File: config.mk
export PLATFORM = sky130hd
export DESIGN_NAME = adc_spi_master
export DESIGN_NICKNAME = d
export VERILOG_FILES = /design/src/rtl/adc_spi_master.sv
export SDC_FILE = /design/constraint.sdc
export NUM_CORES = 1
export LEC_CHECK = 0
export ABC_AREA = 0
export CAP_MARGIN = 25
export CORE_MARGIN = 5
export CORE_UTILIZATION = 40
export CTS_BUF_LIST = sky130_fd_sc_hd__clkbuf_8 sky130_fd_sc_hd__clkbuf_16
export CTS_CLUSTER_SIZE = 14
export DETAILED_ROUTE_END_ITERATION = 16
export SLEW_MARGIN = 30
export SYNTH_ARGS = -nofsm -noshare
export SYNTH_HDL_FRONTEND = slang
export SYNTH_SLANG_ARGS = --single-unit
File: constraint.sdc
create_clock -name clk3p2M -period 2.4 [get_ports clk3p2M]
set_clock_uncertainty 0.05 [all_clocks]
set_input_delay 0.48 -clock clk3p2M [delete_from_list [all_inputs] [get_ports clk3p2M]]
set_output_delay 0.48 -clock clk3p2M [all_outputs]
set_load 0.02 [all_outputs]
File: src/rtl/adc_spi_master.sv
// SPI master for an external 10-bit ADC: one cs_n-framed mode-0 transaction per accepted adc_go.
// adc_valid pulses CLK_DIV*(2*FRAME_BITS+2) cycles after the accepting edge; adc_go is ignored while adc_busy.
module adc_spi_master #(
  parameter int CLK_DIV    = 2,
  parameter int FRAME_BITS = 16,
  parameter int DATA_LSB   = 0,
  parameter int T_CSH      = 8
) (
  input  logic       clk3p2M,
  input  logic       reset,
  input  logic       adc_go,
  input  logic [3:0] adc_chan,
  output logic [9:0] adc_in,
  output logic       adc_valid,
  output logic       adc_busy,
  output logic       adc_sclk,
  output logic       adc_cs_n,
  output logic       adc_mosi,
  input  logic       adc_miso
);

  localparam int DIV_W = (CLK_DIV > 1) ? $clog2(CLK_DIV) : 1;
  localparam int HP_W  = $clog2(2 * FRAME_BITS);
  localparam int GAP_W = (T_CSH > 2) ? $clog2(T_CSH - 1) : 1;
  localparam int RX_W  = DATA_LSB + 10;
  localparam int TX_W  = FRAME_BITS - 1;

  localparam logic [DIV_W-1:0] DIV_LAST = DIV_W'(CLK_DIV - 1);
  localparam logic [HP_W-1:0]  HP_LAST  = HP_W'(2 * FRAME_BITS - 1);
  localparam logic [GAP_W-1:0] GAP_LAST = GAP_W'(T_CSH - 2);

  typedef enum logic [2:0] {IDLE, SETUP, SHIFT, HOLD, DONE, GAP} state_t;

  state_t            state_q, state_d;
  logic [TX_W-1:0]   tx_q, tx_d;
  logic [RX_W-1:0]   rx_q, rx_d;
  logic [DIV_W-1:0]  div_cnt_q, div_cnt_d;
  logic [HP_W-1:0]   hp_cnt_q, hp_cnt_d;
  logic [GAP_W-1:0]  gap_cnt_q, gap_cnt_d;
  logic              sclk_q, sclk_d;
  logic              cs_n_q, cs_n_d;
  logic              mosi_q, mosi_d;
  logic              valid_q, valid_d;
  logic              busy_q, busy_d;
  logic [9:0]        data_q, data_d;

  always_comb begin
    state_d   = state_q;
    tx_d      = tx_q;
    rx_d      = rx_q;
    div_cnt_d = div_cnt_q;
    hp_cnt_d  = hp_cnt_q;
    gap_cnt_d = gap_cnt_q;
    sclk_d    = sclk_q;
    cs_n_d    = cs_n_q;
    mosi_d    = mosi_q;
    valid_d   = 1'b0;
    busy_d    = busy_q;
    data_d    = data_q;

    case (state_q)
      IDLE: begin
        if (adc_go) begin
          // tx holds only the bits still to be sent; the channel MSB goes straight to mosi
          tx_d      = {adc_chan[2:0], {(FRAME_BITS-4){1'b0}}};
          mosi_d    = adc_chan[3];
          rx_d      = '0;
          div_cnt_d = '0;
          hp_cnt_d  = '0;
          cs_n_d    = 1'b0;
          busy_d    = 1'b1;
          state_d   = SETUP;
        end
      end
      SETUP: begin
        if (div_cnt_q == DIV_LAST) begin
          div_cnt_d = '0;
          sclk_d    = 1'b1;
          rx_d      = {rx_q[RX_W-2:0], adc_miso};
          state_d   = SHIFT;
        end else begin
          div_cnt_d = div_cnt_q + 1'b1;
        end
      end
      SHIFT: begin
        if (div_cnt_q == DIV_LAST) begin
          div_cnt_d = '0;
          if (hp_cnt_q == HP_LAST) begin
            mosi_d  = 1'b0;
            state_d = HOLD;
          end else begin
            hp_cnt_d = hp_cnt_q + 1'b1;
            if (!sclk_q) begin
              sclk_d = 1'b1;
              rx_d   = {rx_q[RX_W-2:0], adc_miso};
            end else begin
              sclk_d = 1'b0;
              mosi_d = tx_q[TX_W-1];
              tx_d   = {tx_q[TX_W-2:0], 1'b0};
            end
          end
        end else begin
          div_cnt_d = div_cnt_q + 1'b1;
        end
      end
      HOLD: begin
        if (div_cnt_q == DIV_LAST) begin
          div_cnt_d = '0;
          cs_n_d    = 1'b1;
          mosi_d    = 1'b0;
          valid_d   = 1'b1;
          data_d    = rx_q[RX_W-1:DATA_LSB];
          state_d   = DONE;
        end else begin
          div_cnt_d = div_cnt_q + 1'b1;
        end
      end
      DONE: begin
        // DONE is the first cs_n-high cycle, so GAP supplies the remaining T_CSH-1
        if (T_CSH > 1) begin
          gap_cnt_d = '0;
          state_d   = GAP;
        end else begin
          busy_d  = 1'b0;
          state_d = IDLE;
        end
      end
      GAP: begin
        if (gap_cnt_q == GAP_LAST) begin
          busy_d  = 1'b0;
          state_d = IDLE;
        end else begin
          gap_cnt_d = gap_cnt_q + 1'b1;
        end
      end
      default: state_d = IDLE;
    endcase
  end

  always_ff @(posedge clk3p2M) begin
    if (reset) begin
      state_q   <= IDLE;
      tx_q      <= '0;
      rx_q      <= '0;
      div_cnt_q <= '0;
      hp_cnt_q  <= '0;
      gap_cnt_q <= '0;
      sclk_q    <= 1'b0;
      cs_n_q    <= 1'b1;
      mosi_q    <= 1'b0;
      valid_q   <= 1'b0;
      busy_q    <= 1'b0;
      data_q    <= '0;
    end else begin
      state_q   <= state_d;
      tx_q      <= tx_d;
      rx_q      <= rx_d;
      div_cnt_q <= div_cnt_d;
      hp_cnt_q  <= hp_cnt_d;
      gap_cnt_q <= gap_cnt_d;
      sclk_q    <= sclk_d;
      cs_n_q    <= cs_n_d;
      mosi_q    <= mosi_d;
      valid_q   <= valid_d;
      busy_q    <= busy_d;
      data_q    <= data_d;
    end
  end

  assign adc_in    = data_q;
  assign adc_valid = valid_q;
  assign adc_busy  = busy_q;
  assign adc_sclk  = sclk_q;
  assign adc_cs_n  = cs_n_q;
  assign adc_mosi  = mosi_q;

endmodule

# Yosys cells after proc, flatten, opt, wreduce, memory -nomap -nowiden
# Cells that the tools add are included.
# op_classes
shift,0
multipliers,0
n_eq_ne,18
n_bitwise,1
muxes,43
n_addsub,3
div_mod_pow,0
n_reduce_logical,22
magnitude_cmp,0
# op_table
cell,count
15-bit two-way mux,4
10-bit two-way mux,5
10-bit case mux with 3 select lines,1
15-bit case mux with 2 select lines,1
3-bit two-way mux,7
"2-bit != test, second input constant",10
3-bit case mux with 6 select lines,1
5-bit two-way mux,3
1-bit two-way mux,14
6-bit AND reduction,2
2-bit nonzero test,6
5-bit case mux with 2 select lines,1
5-bit AND reduction,2
"3-bit == test, second input constant",3
1-bit case mux with 2 select lines,4
4-bit AND reduction,2
"3-bit by 2-bit == test with 1-bit output, second input constant",2
3-bit case mux with 2 select lines,1
2-bit AND reduction,3
3-bit AND reduction,2
3-bit nonzero test,2
"5-bit by 1-bit adder with 5-bit output, second input constant",1
"5-bit == test, second input constant",1
"3-bit by 1-bit adder with 3-bit output, second input constant",1
8 further kinds,8
# totals
ram_bits,0
n_memories,0
register_bits,52
rom_bits,0
word_cells,99
in_bits,8
latchBits,0
output_inout_bits,15

# Logic depth before layout (Yosys ltp)
# depth
depth_word,4
depth_mapped,8
depth_no_buf,7

# Least setup slack after synthesis
# No wires, ideal clock.
# synth_path
path_kind,reg2reg
startpoint,reg hp_cnt_q[0]
endpoint,reg tx_q[13]
required_ns,2.264
path_buffers,0
t_arrival_ns,1.738
slack_ns,0.526
path_stages_with_launch,8
setup_time_ns,0.086
synth_period_minus_slack_ns,1.874
path_cell_list,dfxtp_1 ha_1 and3_1 ha_1 nand3b_2 a221oi_2 nor2_1 a211oi_1
# synth_between
elab_chain_len,3
# synth_rtl
element,line,text
"start, declared",38,"logic [HP_W-1:0] hp_cnt_q, hp_cnt_d;"
"start signal, assigned",159,hp_cnt_q <= hp_cnt_d;
5-bit == test,88,if (hp_cnt_q == HP_LAST) begin
2-bit != test (no source line),n/a,
5-bit AND reduction (no source line),n/a,
"end signal, assigned",156,tx_q <= tx_d;
"end, declared",35,"logic [TX_W-1:0] tx_q, tx_d;"
# No other way between the ends.
# A chain may end at the register's enable or synchronous reset.

# Worst setup path in the final report
# Same ends and word-level chain as after synthesis.

==> impl_metrics.ini <==
[run_status]
status = finished, final reports clean

[sta]
fin_setup_tns_ns = 0
fmax_ghz = 0.4823
rsz0062_at_grt = no
holdWs_ns = 0.4071
worst_slew_pin_slew_ns = 0.7045
slew_viol_final = 0
final-hold-violation-count = 0
setup_slack_ns = 0.3267
relSlewSlack_pct = 52.97
min_period_ns = 2.073
setup_viol = 0
timing.final.crit_share_pct = 86.39

[clock_network]
cts_buffer_depth = 2
post_cts_resized = 0
holdBufCountCts = 0
clkSinkCount = 40
cts.clk_slew.worst_paths_ns = 0.07
ctsHtreeMaxLevel = 2
worstSkewPairLatency_ns = 0.28
cts_tree = done
cts_setup_buffers = 0
clock-root-buffer = clkbuf_8
cts_buffers = 5

[routing]
vias = 1511
drt-initial-drc-count = 107
first_pass_iters = 4
drc = 0
antenna_left = 0
vias_per_cell = 5.192
routed_wl_microns = 3804
wl_per_cell_microns = 13.07

[power_and_ir_drop]
power_mw = 1.923
leakagePower_nw = 0.7651
vdd_ir_drop_max_mv = 0.3662
power_density_nw_per_um2 = 873.3

[logic_synthesis]
synth_seq_cells = 40
synth_common_cells = 40 x dfxtp_1, 30 x nand2_1, 19 x a21oi_1
async_flop_share_pct = 0
yosysWarnings = 0
synthesis.nets = 230
synth_most_common_cell = dfxtp_1
ys.flop_type = dfxtp_1
synth_compound_area_share_pct = 16.37
syn-cell-area_sq_um = 1834
yosysSeqAreaShare_pct = 43.66
synthMuxAreaShare_pct = 3.342
yosysTopAreaCell = dfxtp_1
synth_simple_gate_area_share_pct = 25.78
synth-edff-count = 0
synth_cell_type_count = 39
netlist_top_cells_area = dfxtp_1 44%, nand2_1 6.1%, a21oi_1 5.2%, nand2b_1 4.8%, o21ai_0 4.1%
synth.avg_cell_area_sq_um = 8.453
synth_fa_ha_area_share_pct = 3.411
synth_xor_area_share_pct = 2.387
syn-instance-count = 217
yosysTopAreaCellShare_pct = 43.66
synth_top_family_by_area = simple AND/OR/NAND/NOR gates

[grt]
grt_usage_pct = 13.36
grt_pass1_vias = 1460
antenna_found_initial = 0
grt_max_degree = 23
overflow = 0
grt_first_pass_wirelength_microns = 6679

[placement]
place.port_buffers = 22
hpwlAfterDp_microns = 2631
globalplace.congestion = 0.7466
dp_worst_setup_slack_ns = 0.3117

[setup_path]
worstReg2RegEnd = tx_q[13]
ff2ff_path_depth = 7
path_class = reg -> reg
required_ns = 2.55
crit_path_end = tx_q[13]
crit_fanout = 5
rrSetupSlack_ns = 0.33
timing.rr.start = hp_cnt_q[0]
start_kind = register
critPathCaptureType = register
critPathArrivalTime_ns = 2.22
crit_start = hp_cnt_q[0]

[final_layout]
fill_cells = 414
num_antenna_cells = 0
finalNetCount = 252
layout-area-overhead-vs-synth_pct = 20.05
layout-drive-gt1-share_pct = 8.787

[floorplan]
fp.dieArea_sq_um = 6040
die_h_microns = 77.72
die_x_microns = 77.72
io_pins = 23
fp.coreArea_sq_um = 4414
initial_core_util_pct = 41.55
std_cell_rows = 24

[worst_hold_path]
hold_path.class = reg -> reg

[job]
drv_cap = 0
-- how the worst min path moves through the flow --
| stage | start | to | slack, ns | cells past startpoint |
|---|---|---|---|---|
| floorplan | rx_q[9] | adc_in[9] | 0.38 | 2 |
| global placement | adc_in[9] | adc_in[9] | 0.39 | 2 |
| detailed placement | adc_in[8] | adc_in[8] | 0.40 | 2 |
| CTS | adc_in[2] | adc_in[2] | 0.41 | 2 |
| global route | adc_in[1] | adc_in[1] | 0.43 | 2 |
| finish | adc_in[2] | adc_in[2] | 0.41 | 2 |
-- state kept, by name, summed over array words and instances, names as in the netlist, 3 cells and up --
register,cells
rx_q,10
gap_cnt_q,3
adc_in,10
state_q,3
hp_cnt_q,5
tx_q,3
-- area by class of cell --
type	instances	area, sq um	area share [%]
multi-input cells	157	940.9	42.73
flip-flops and latches	40	800.8	36.36
repair buffers	30	280.3	12.73
clock buffers	7	96.34	4.375
well taps	52	65.06	2.955
inverters	5	18.77	0.8523
-- power breakdown --
group	internal (mW)	switching [mW]
clock	0.256	0.212
sequential	0.733	0.115
combinational	0.272	0.335
-- layer usage --
metal,share of wire (%),wire length (microns),up-vias,global-route usage [%]
li1,-,-,785,-
met1,51,1931,693,18.04
met2,45,1705,29,20.62
met3,3.0,115,4,3.472
met4,1.3,51,0,4.639
met5,0,0,-,0
-- stage by stage --
stage               cells  area [sq um]  util [%]
floorplan             217          1834         -
global placement      284          2106     47.70
detailed placement    284          2106     47.70
CTS                   291          2202     49.89
global route          291          2202     49.89
finish                291          2202     49.89
-- cell families (layout without fill, tap and decap cells) --
logic type,after synthesis,after routing
fa+ha+maj,5,5
mux,6,6
buf+inv,20,42
xor+xnor,5,5
flops,40,40
compound gates,49,49
simple gates,92,92
-- layout by cell type, fill, tap and decap left out, types with 2 or more instances in the layout --
cell type,instances
dfxtp_1,40
nand3_1,13
nor2b_1,2
a31oi_1,2
o21ai_0,15
ha_1,5
mux2i_1,5
and3_1,4
nor2_1,14
clkbuf_8,7
nand4_1,2
nor3b_1,2
a21oi_1,19
clkdlybuf4s50_1,22
nand2_1,30
nand2b_1,14
a211oi_1,6
xnor2_1,4
inv_1,5
nor3_1,3
buf_4,8
-- worst max-delay path, stage by stage, from the launching register on --
cell,delay [ns]
dfxtp_1,0.34
ha_1,0.21
and3_1,0.20
ha_1,0.22
nand3b_2,0.27
a221oi_2,0.41
nor2_1,0.08
a211oi_1,0.22
Note: power is estimated with default switching activity, not from simulation.
